[src/rtl/pipe_inverse_div.sv]
`default_nettype none
// ============================================================================
// Module   : pipe_inverse_div
// Brief    : Inverts F = D*((A+B)+(C-D)). Restoring divider gives x3 = F/D, ab = x3 + D - C.
//            Define INV_REM_EN to export the remainder on port rem.
// Revision : 1.0  initial release
// ============================================================================
module pipe_inverse_div #(
  parameter int N = 10
) (
  input  logic         clk,
  input  logic         rst_n,
  input  logic         in_valid,
  output logic         in_ready,
  input  logic [N-1:0] F,
  input  logic [N-1:0] D,
  input  logic [N-1:0] C,
  output logic         out_valid,
  input  logic         out_ready,
  output logic [N-1:0] x3,
  output logic [N-1:0] ab,
  output logic         dz
`ifdef INV_REM_EN
  ,
  output logic [N-1:0] rem
`endif
);

  localparam int c_CNT_W = $clog2(N);

  typedef enum logic [1:0] {
    S_IDLE = 2'd0,
    S_DIV  = 2'd1,
    S_DONE = 2'd2
  } state_t;

  state_t             r_state;
  logic [c_CNT_W-1:0] r_cnt;
  logic [N-1:0]       r_fq;
  logic [N:0]         r_prem;
  logic [N-1:0]       r_d;
  logic [N-1:0]       r_c;
  logic               r_out_valid;
  logic [N-1:0]       r_x3;
  logic [N-1:0]       r_ab;
  logic               r_dz;
  logic [N-1:0]       r_rem;

  logic [N+1:0]       w_shift;
  logic [N+1:0]       w_sub;
  logic               w_ge;
  logic [N:0]         w_prem_nxt;
  logic [N-1:0]       w_fq_nxt;
  logic [N-1:0]       w_ab_nxt;

  // r_fq shifts dividend bits out of the top while quotient bits enter at the bottom
  assign w_shift    = {r_prem, r_fq[N-1]};
  assign w_sub      = w_shift - {2'b00, r_d};
  assign w_ge       = ~w_sub[N+1];
  assign w_prem_nxt = w_ge ? w_sub[N:0] : w_shift[N:0];
  assign w_fq_nxt   = {r_fq[N-2:0], w_ge};
  assign w_ab_nxt   = w_fq_nxt + r_d - r_c;

  assign in_ready  = (r_state == S_IDLE);
  assign out_valid = r_out_valid;
  assign x3        = r_x3;
  assign ab        = r_ab;
  assign dz        = r_dz;
`ifdef INV_REM_EN
  assign rem       = r_rem;
`endif

  always_ff @(posedge clk or negedge rst_n) begin
    if (!rst_n) begin
      r_state     <= S_IDLE;
      r_cnt       <= '0;
      r_fq        <= '0;
      r_prem      <= '0;
      r_d         <= '0;
      r_c         <= '0;
      r_out_valid <= 1'b0;
      r_x3        <= '0;
      r_ab        <= '0;
      r_dz        <= 1'b0;
      r_rem       <= '0;
    end else begin
      case (r_state)
        S_IDLE: begin
          if (in_valid) begin
            r_fq   <= F;
            r_d    <= D;
            r_c    <= C;
            r_prem <= '0;
            if (D != '0) begin
              r_cnt   <= c_CNT_W'(N - 1);
              r_state <= S_DIV;
            end else begin
              r_x3        <= {N{1'b1}};
              r_ab        <= {N{1'b1}} - C;
              r_dz        <= 1'b1;
              r_rem       <= F;
              r_out_valid <= 1'b1;
              r_state     <= S_DONE;
            end
          end
        end
        S_DIV: begin
          r_fq   <= w_fq_nxt;
          r_prem <= w_prem_nxt;
          r_cnt  <= r_cnt - 1'b1;
          if (r_cnt == '0) begin
            r_x3        <= w_fq_nxt;
            r_ab        <= w_ab_nxt;
            r_dz        <= 1'b0;
            r_rem       <= w_prem_nxt[N-1:0];
            r_out_valid <= 1'b1;
            r_state     <= S_DONE;
          end
        end
        S_DONE: begin
          if (out_ready) begin
            r_out_valid <= 1'b0;
            r_state     <= S_IDLE;
          end
        end
        default: r_state <= S_IDLE;
      endcase
    end
  end

endmodule
`default_nettype wire

[config.mk]
export PLATFORM = sky130hd
export DESIGN_NAME = pipe_inverse_div
export DESIGN_NICKNAME = d
export VERILOG_FILES = /design/src/rtl/pipe_inverse_div.sv
export SDC_FILE = /design/constraint.sdc
export NUM_CORES = 1
export LEC_CHECK = 0
export ABC_AREA = 1
export CELL_PAD_IN_SITES_DETAIL_PLACEMENT = 1
export CELL_PAD_IN_SITES_GLOBAL_PLACEMENT = 1
export CORE_MARGIN = 5
export CORE_UTILIZATION = 35
export CTS_CLUSTER_DIAMETER = 200
export CTS_CLUSTER_SIZE = 28
export DETAILED_ROUTE_END_ITERATION = 10
export PLACE_DENSITY = 0.73
export REMOVE_ABC_BUFFERS = 1
export SLEW_MARGIN = 20
export SYNTH_ARGS = -nofsm -noshare
export SYNTH_HDL_FRONTEND = slang
export SYNTH_SLANG_ARGS = --single-unit
[constraint.sdc]
create_clock -name clk -period 3.8 [get_ports clk]
set_clock_uncertainty 0.15 [all_clocks]
set_input_delay 0.95 -clock clk [delete_from_list [all_inputs] [get_ports clk]]
set_output_delay 0.95 -clock clk [all_outputs]
set_load 0.02 [all_outputs]
==> results of run 1 <==
==> routing by layer <==
layer	vias up	track usage
met5	-	0
met4	0	0.0623
met3	11	0.0230
met2	68	0.316
met1	1956	0.251
li1	1988	-
==> cell usage after synthesis (all sizes together), types with 8 or more instances <==
cell	number
ha	22
nor2	36
dfrtp	69
buf	11
inv	100
o21ai	50
fa	10
mux2	8
nand4	8
nand3	49
nand2	179
a21oi	21
==> sequential cells by signal, indices dropped and copies added, names as in the netlist <==
register	cells
r_prem	11
ab	10
r_c	10
r_d	10
r_fq	10
x3	10
r_cnt	4
r_state	2
dz	1
out_valid	1
==> worst paths after layout <==
check / startpoint / end / depth (start not counted)
min reg2reg: ab[7]$_DFFE_PN0P_ / ab[7]$_DFFE_PN0P_ / 2
min: ab[7]$_DFFE_PN0P_ / ab[7]$_DFFE_PN0P_ / 2
max in group asynchronous: rst_n / r_cnt[0]$_DFFE_PN0P_ / 2
min in group asynchronous: rst_n / x3[6]$_DFFE_PN0P_ / 2
max reg2reg: r_d[2]$_DFFE_PN0P_ / ab[8]$_DFFE_PN0P_ / 23
max: r_d[2]$_DFFE_PN0P_ / ab[8]$_DFFE_PN0P_ / 23
==> layout make-up <==
| cell class | count | area [µm²] |
|---|---|---|
| Clock buffer | 12 | 236 |
| Clock inverter | 4 | 48.8 |
| Fill cell | 1584 | 7010 |
| Inverter | 100 | 375 |
| Multi-Input combinational cell | 407 | 2250 |
| Sequential cell | 69 | 1730 |
| Tap cell | 172 | 215 |
| Timing Repair Buffer | 68 | 658 |
==> cells by family after synthesis <==
group | share of synthesized area
buffers and inverters | 0.107
xor gates and xnor gates | 0.0197
AOI/OAI and AO/OA | 0.0925
and+or+nand+nor | 0.265
muxes | 0.0203
DFF | 0.389
adders and majority gates | 0.107
==> worst max-delay path, cell delays in order, from the launching register on <==
cell,delay (ns)
dfrtp_1,0.35
inv_1,0.09
ha_2,0.39
nand2_1,0.06
nand2_1,0.08
inv_1,0.05
nand2_2,0.10
nand3_1,0.12
nand3_1,0.12
nand2_1,0.08
nand2_1,0.10
inv_1,0.05
ha_1,0.27
inv_1,0.06
ha_1,0.16
inv_1,0.06
fa_1,0.40
o21ai_1,0.15
buf_4,0.14
nand2_1,0.06
nand3_1,0.08
nand2_1,0.05
o21ai_1,0.12
nand2_1,0.06
==> stage by stage <==
stage                     area (µm²)  instances
after floorplan                 4340        576
after global placement          5210        816
after detailed placement        5210        816
after CTS                       5500        832
after global routing            5510        832
final                           5510        832
==> timing repair <==
item | CTS | global route
hold endpoints to repair | 0 | 0
setup buffers | 0 | 0
resized for setup | 0 | 4
setup endpoints to repair | 0 | 2
==> reports/qor.yml, run 1 <==
period_needed_ns: 3.48
mostFrequentLayoutCell: "nand2_1"
grt_pass1_wl_um: 21900
async_flop_share: 1.00
drtIter0Drc: 115
grt_setup_unrepaired: "no"
first_pass_iters: 4
synth_flop_cell: "dfrtp_1"
fin_util: 0.440
n_antenna_cell: 0
clock_latency_ns: 0.34
dp_hpwl_um: 9830
clockBufferDepth: 2
hp-class: "reg -> reg"
drv_slew: 0
grt_usage: 0.188
hold_viol: 0
period_share: 0.915
tightest_slew_ns: 0.507
ys_ff_latch: 69
start_kind: "flip-flop"
grt_pass1_vias: 4317
drc: 0
wl_met2_um: 6260
wire_per_inst_um: 15.7
status: "complete, no violations"
pre_cts_slack_ns: 0.286
fin_tns_setup_ns: 0
holdBufCountCts: 0
fin_ws_ns: 0.323
critical_path_class: "reg -> reg"
ys_top_cells_by_area: "dfrtp_1 39%, nand2_1 15%, inv_1 8.2%"
cp.required_ns: 3.88
start_util: 0.355
seq_area_frac_synth: 0.389
pin_count: 57
cts_tree: "yes"
antenna_found_initial: 0
core-area_mm2: 0.0125
drt-total-wl_um: 13000
area_growth_pct: 24.1
wl_met1_um: 6110
endpoint_kind: "flip-flop"
die-area_mm2: 0.0150
yosysTopAreaCellShare: 0.389
syn_inst: 594
hold_ws_ns: 0.327
layout.nets: 721
synth_edf_count: 0
gr-total-overflow: 0
final_cell_mix: "178 x nand2_1, 97 x inv_1, 69 x dfrtp_1"
grt_max_degree: 70
rows: 41
crit_fanout: 6
port_buffers: 56
dr_wl_met3_um: 482
htree_levels: 3
root_buffer: "clkbuf_16"
critPathArrivalTime_ns: 3.55
antenna_left: 0
relSlewSlack: 0.662
die_h_um: 123
drv_cap: 0
fmax_mhz: 288
chipWidth_um: 123
cts_buffers: 9
clk_pin_slew_ns: 0.06
syn_area_mm2: 0.00444
synth_area_leader_cell: "dfrtp_1"
ys_warn_count: 0
via_count: 4023
cts_sinks: 69
setup_viol: 0
drive_gt1_frac: 0.0682
yosys.cell_types.count: 32
vias_per_cell: 4.84
rrSetupSlack_ns: 0.32
avgSynthCellArea_um2: 7.47
maxUsedRoutingLayer: "met4"
place_congestion: 0.862
Power of run 1 is left out: the tool's default activity adds up to more than one toggle a clock period on the data nets, which glitch-free logic cannot reach.
==> run 2, diff against run 1 <==
==> constraint.sdc (replaced) <==
create_clock -name clk -period 3.4 [get_ports clk]
set_clock_uncertainty 0.15 [all_clocks]
set_input_delay 0.85 -clock clk [delete_from_list [all_inputs] [get_ports clk]]
set_output_delay 0.85 -clock clk [all_outputs]
set_load 0.02 [all_outputs]
==> reports/qor.yml, run 2 (synthesis gave the netlist of run 1 again) <==
crit_fanout: 3  # was 6
cp.required_ns: 3.49  # was 3.88 ns
drv_slew: 0  # unchanged
vias_per_cell: 4.80  # was 4.84
cpLargestDelayFamily: "adder cells"  # unchanged
final_cell_mix: "169 x nand2_1, 90 x inv_1, 69 x dfrtp_1"  # was 178 x nand2_1, 97 x inv_1, 69 x dfrtp_1
start_kind: "flip-flop"  # unchanged
endpoint_kind: "flip-flop"  # unchanged
via_count: 4108  # was 4,023
setup_viol: 0  # unchanged
hold_viol: 0  # unchanged
gr-total-overflow: 0  # unchanged
drc: 0  # unchanged
period_needed_ns: 3.23  # was 3.48 ns
first_pass_iters: 4  # unchanged
grt_pass1_wl_um: 22400  # was 21,900 µm
period_share: 0.951  # was 0.915
rows: 41  # unchanged
fin_area_mm2: 0.00592  # was 0.00551 mm²
n_antenna_cell: 0  # unchanged
critPathArrivalTime_ns: 3.32  # was 3.55 ns
root_buffer: "clkbuf_16"  # unchanged
drive_gt1_frac: 0.149  # was 0.0682
largest-register: "r_prem"  # unchanged
cp_cell_sequence: "inv_1 > ha_4 > nand2_2 > nor2_2 > nand3_2 > buf_6 > nand4_1 > nand2_2 > inv_2 > ha_4 > inv_2 > ha_2 > inv_2 > fa_2 > o21ai_2 > buf_6 > nand2_2 > nand3_1 > nand2_1 > o21ai_2 > nand2_1"  # was inv_1 > ha_2 > nand2_1 > nand2_1 > inv_1 > nand2_2 > nand3_1 > nand3_1 > nand2_1 > nand2_1 > inv_1 > ha_1 > inv_1 > ha_1 > inv_1 > fa_1 > o21ai_1 > buf_4 > nand2_1 > nand3_1 > nand2_1 > o21ai_1 > nand2_1
path_buf_inv: 6  # unchanged
cp_slowest_stage_delay_ns: 0.37  # was 0.40 ns
chipWidth_um: 123  # unchanged
relSlewSlack: 0.390  # was 0.662
die-area_mm2: 0.0150  # unchanged
die_h_um: 123  # unchanged
fin_tns_setup_ns: 0  # unchanged
largest_reg_flops: 11  # unchanged
holdBufCountCts: 0  # unchanged
fill_cells: 1561  # was 1,584
place_area_mm2: 0.00534  # was 0.00521 mm²
dr_wl_met3_um: 321  # was 482 µm
pin_count: 57  # unchanged
multi_input_area_mm2: 0.00241  # was 0.00225 mm²
dp_hpwl_um: 9830  # about the same
area_growth_pct: 33.4  # was 24.1%
slowest_stage: "fa_2"  # was fa_1
drv_cap: 0  # unchanged
htree_levels: 3  # unchanged
maxUsedRoutingLayer: "met4"  # unchanged
core-area_mm2: 0.0125  # unchanged
hp-class: "reg -> reg"  # unchanged
layout.nets: 745  # was 721
clock_latency_ns: 0.35  # was 0.34 ns
wl_met2_um: 6500  # was 6260 µm
grt_usage: 0.191  # was 0.188
fin_util: 0.473  # was 0.440
drt-total-wl_um: 13300  # was 13,000 µm
clk_pin_slew_ns: 0.06  # about the same
port_buffers: 56  # unchanged
status: "complete, no violations"  # unchanged
mostFrequentLayoutCell: "nand2_1"  # unchanged
cts_buffers: 9  # unchanged
cts_tree: "yes"  # unchanged
antenna_found_initial: 0  # unchanged
seq_area_mm2: 0.00173  # unchanged
critical_path_class: "reg -> reg"  # unchanged
grt_max_degree: 70  # unchanged
antenna_left: 0  # unchanged
fmax_mhz: 309  # was 288 MHz
clockBufferDepth: 2  # unchanged
wire_per_inst_um: 15.5  # was 15.7 µm
wl_met1_um: 6170  # was 6110 µm
grt_pass1_vias: 4509  # was 4,317
start_util: 0.355  # unchanged
drtIter0Drc: 178  # was 115
tightest_slew_ns: 0.915  # was 0.507 ns
cts_sinks: 69  # unchanged
place_congestion: 0.830  # was 0.862
fin_ws_ns: 0.168  # was 0.323 ns
pre_cts_slack_ns: -0.0699  # was 0.286 ns
run 2: area by class of cell:
cell class	count	area share
Clock buffer	9	0.0380
Clock inverter	7	0.0165
Inverter	100	0.0634
Multi-Input combinational cell	407	0.408
Sequential cell	69	0.292
Tap cell	172	0.0364
Timing Repair Buffer	92	0.146
run 2: repair_timing:
item                       CTS  global route
pin swaps                    3            11
buffers inserted             1             5
gates resized for setup      9            29
setup endpoints to repair    3             4
run 2: tightest hold or removal path, delay by kind of cell, from the launching register on:
kind	cells	cell delay, ns
and+or+nand+nor	2	0.11
DFF	1	0.34
run 2: final timing paths:
| kind | start | end | slack [ns] | cells after the start |
|---|---|---|---|---|
| min in group asynchronous | rst_n | r_fq[5]$_DFFE_PN0P_ | 0.56 | 2 |
| max in group asynchronous | rst_n | r_prem[9]$_DFFE_PN0P_ | 1.92 | 2 |
| max reg2reg | r_d[3]$_DFFE_PN0P_ | ab[8]$_DFFE_PN0P_ | 0.17 | 21 |
| max | r_d[3]$_DFFE_PN0P_ | ab[8]$_DFFE_PN0P_ | 0.17 | 21 |
| min | ab[9]$_DFFE_PN0P_ | ab[9]$_DFFE_PN0P_ | 0.33 | 2 |
| min reg2reg | ab[9]$_DFFE_PN0P_ | ab[9]$_DFFE_PN0P_ | 0.33 | 2 |
run 2: metal layers:
layer | GRT usage | vias up
li1 | - | 2032
met1 | 0.247 | 1997
met2 | 0.321 | 63
met3 | 0.0281 | 16
met4 | 0.0784 | 0
met5 | 0 | -
run 2: stage by stage:
stage                     cells  hold slack [ns]
after floorplan             576            0.303
after global placement      833            0.313
after detailed placement    833            0.322
after CTS                   850            0.339
after global routing        856            0.366
final                       856            0.335
Power of run 2 is left out for the same reason.
==> run 3, diff against run 2 <==
--- a/config.mk
+++ b/config.mk
@@ -15,7 +15,7 @@
 export DETAILED_ROUTE_END_ITERATION = 10
 export PLACE_DENSITY = 0.73
 export REMOVE_ABC_BUFFERS = 1
-export SLEW_MARGIN = 20
+export SLEW_MARGIN = 10
 export SYNTH_ARGS = -nofsm -noshare
 export SYNTH_HDL_FRONTEND = slang
 export SYNTH_SLANG_ARGS = --single-unit
==> reports/qor.yml, run 3 (synthesis gave the netlist of run 1 again) <==
start_kind: "flip-flop"  # unchanged
slowest_stage: "fa_2"  # unchanged
clockBufferDepth: 2  # unchanged
largest-register: "r_prem"  # unchanged
start_util: 0.355  # unchanged
n_antenna_cell: 0  # unchanged
drc: 0  # unchanged
port_buffers: 56  # unchanged
root_buffer: "clkbuf_16"  # unchanged
wire_per_inst_um: 15.5  # about the same
grt_pass1_wl_um: 22400  # unchanged
crit_fanout: 3  # unchanged
grt_use_met2: 0.321  # unchanged
drv_slew: 0  # unchanged
setup_viol: 0  # unchanged
met3_usage: 0.0281  # unchanged
die-area_mm2: 0.0150  # unchanged
clock_latency_ns: 0.35  # about the same
grt_pass1_vias: 4509  # unchanged
critical_path_class: "reg -> reg"  # unchanged
cp_cell_sequence: "inv_1 > ha_4 > nand2_2 > nor2_2 > nand3_2 > buf_6 > nand4_1 > nand2_2 > inv_2 > ha_4 > inv_2 > ha_4 > inv_2 > fa_2 > o21ai_2 > buf_6 > nand2_2 > nand3_1 > nand2_1 > o21ai_2 > nand2_1"  # was inv_1 > ha_4 > nand2_2 > nor2_2 > nand3_2 > buf_6 > nand4_1 > nand2_2 > inv_2 > ha_4 > inv_2 > ha_2 > inv_2 > fa_2 > o21ai_2 > buf_6 > nand2_2 > nand3_1 > nand2_1 > o21ai_2 > nand2_1
placed_cells: 833  # unchanged
mostFrequentLayoutCell: "nand2_1"  # unchanged
core-area_mm2: 0.0125  # unchanged
dp_hpwl_um: 9830  # unchanged
endpoint_kind: "flip-flop"  # unchanged
largest_reg_flops: 11  # unchanged
cp_slowest_stage_delay_ns: 0.37  # about the same
fin_cells: 855  # was 856
cts_buffers: 9  # unchanged
top_usage_layer: "met2"  # unchanged
chipWidth_um: 123  # unchanged
hold_start: "ab[9]$_DFFE_PN0P_"  # unchanged
antenna_left: 0  # unchanged
area_growth_pct: 33.0  # was 33.4%
hold_viol: 0  # unchanged
relSlewSlack: 0.293  # was 0.390
pin_count: 57  # unchanged
die_h_um: 123  # unchanged
clk_pin_slew_ns: 0.06  # about the same
drtIter0Drc: 181  # was 178
grt_max_degree: 70  # unchanged
grt_setup_unrepaired: "no"
gr-usage-met1: 0.247  # unchanged
grt_usage: 0.191  # unchanged
rows: 41  # unchanged
crit_start: "r_d[3]$_DFFE_PN0P_"  # unchanged
gr-total-overflow: 0  # unchanged
place_congestion: 0.830  # unchanged
cp.required_ns: 3.49  # about the same
reg2reg_from: "r_d[3]$_DFFE_PN0P_"  # unchanged
holdBufCountCts: 0  # unchanged
via_count: 4105  # was 4,108
hp-class: "reg -> reg"  # unchanged
fmax_mhz: 315  # was 309 MHz
fill_cells: 1557  # was 1,561
cts_tree: "yes"  # unchanged
period_needed_ns: 3.18  # was 3.23 ns
final_cell_mix: "169 x nand2_1, 90 x inv_1, 69 x dfrtp_1"  # unchanged
period_share: 0.935  # was 0.951
drive_gt1_frac: 0.148  # was 0.149
htree_levels: 3  # unchanged
cts_sinks: 69  # unchanged
drv_cap: 0  # unchanged
antenna_found_initial: 0  # unchanged
vias_per_cell: 4.80  # about the same
tightest_slew_ns: 1.06  # was 0.915 ns
critPathArrivalTime_ns: 3.27  # was 3.32 ns
first_pass_iters: 4  # unchanged
drt-total-wl_um: 13300  # about the same
status: "complete, no violations"  # unchanged
layout.nets: 744  # was 745
[run 3: cell types whose count changed in the layout (fill, tap and decap cells not counted)]
cell / delta
ha_4: +1
buf_16: -1
ha_2: -1
[run 3: area by class of cell]
type / count / area [µm²] / share of cell area
Sequential cell: 69 / 1730 / 0.293
Clock inverter: 7 / 97.6 / 0.0165
Inverter: 100 / 375 / 0.0636
Tap cell: 172 / 215 / 0.0365
Multi-Input combinational cell: 407 / 2420 / 0.411
Clock buffer: 9 / 225 / 0.0382
Timing Repair Buffer: 91 / 838 / 0.142
[run 3: metal layers]
| layer | wire, µm | share of wire |
|---|---|---|
| met1 | 6190 | 0.47 |
| met2 | 6450 | 0.49 |
| met3 | 338 | 0.025 |
| met4 | 311 | 0.023 |
| met5 | 0 | 0 |
[run 3: per-stage QoR]
| step | hold slack (ns) | setup WS (ns) | area [µm²] | setup TNS, ns | utilization |
|---|---|---|---|---|---|
| 6_report | 0.335 | 0.221 | 5900 | 0 | 0.472 |
| 5_1_grt | 0.366 | 0.0271 | 5900 | 0 | 0.472 |
| 4_1_cts | 0.339 | 0.00148 | 5730 | 0 | 0.458 |
| 3_5_place_dp | 0.322 | -0.0699 | 5340 | -0.166 | 0.427 |
| 3_3_place_gp | 0.313 | 0.0960 | 5340 | 0 | 0.427 |
| 2_1_floorplan | 0.303 | -0.227 | 4340 | -0.545 | - |
[run 3: timing repair]
item,4_1_cts,5_1_grt
gates resized for setup,9,30
pin swaps,3,10
buffers inserted,1,5
setup endpoints to repair,3,4
[run 3: final timing paths]
path | to | slack, ns | cells past startpoint
setup / recovery | ab[8]$_DFFE_PN0P_ | 0.22 | 21
hold / removal | ab[9]$_DFFE_PN0P_ | 0.34 | 2
setup reg to reg | ab[8]$_DFFE_PN0P_ | 0.22 | 21
hold reg to reg | ab[9]$_DFFE_PN0P_ | 0.34 | 2
max in group asynchronous | r_prem[9]$_DFFE_PN0P_ | 1.92 | 2
min in group asynchronous | r_fq[5]$_DFFE_PN0P_ | 0.56 | 2
[run 3: worst max-delay path, delay by kind of cell, from the launching register on]
| family | cells | cell delay, ns |
|---|---|---|
| adder cells (fa/ha/maj) | 4 | 0.98 |
| AND/OR/NAND/NOR | 9 | 0.81 |
| buffers and inverters | 6 | 0.52 |
| flip-flops | 1 | 0.35 |
| AO/OA/AOI/OAI | 2 | 0.28 |
Power of run 3 is left out for the same reason.
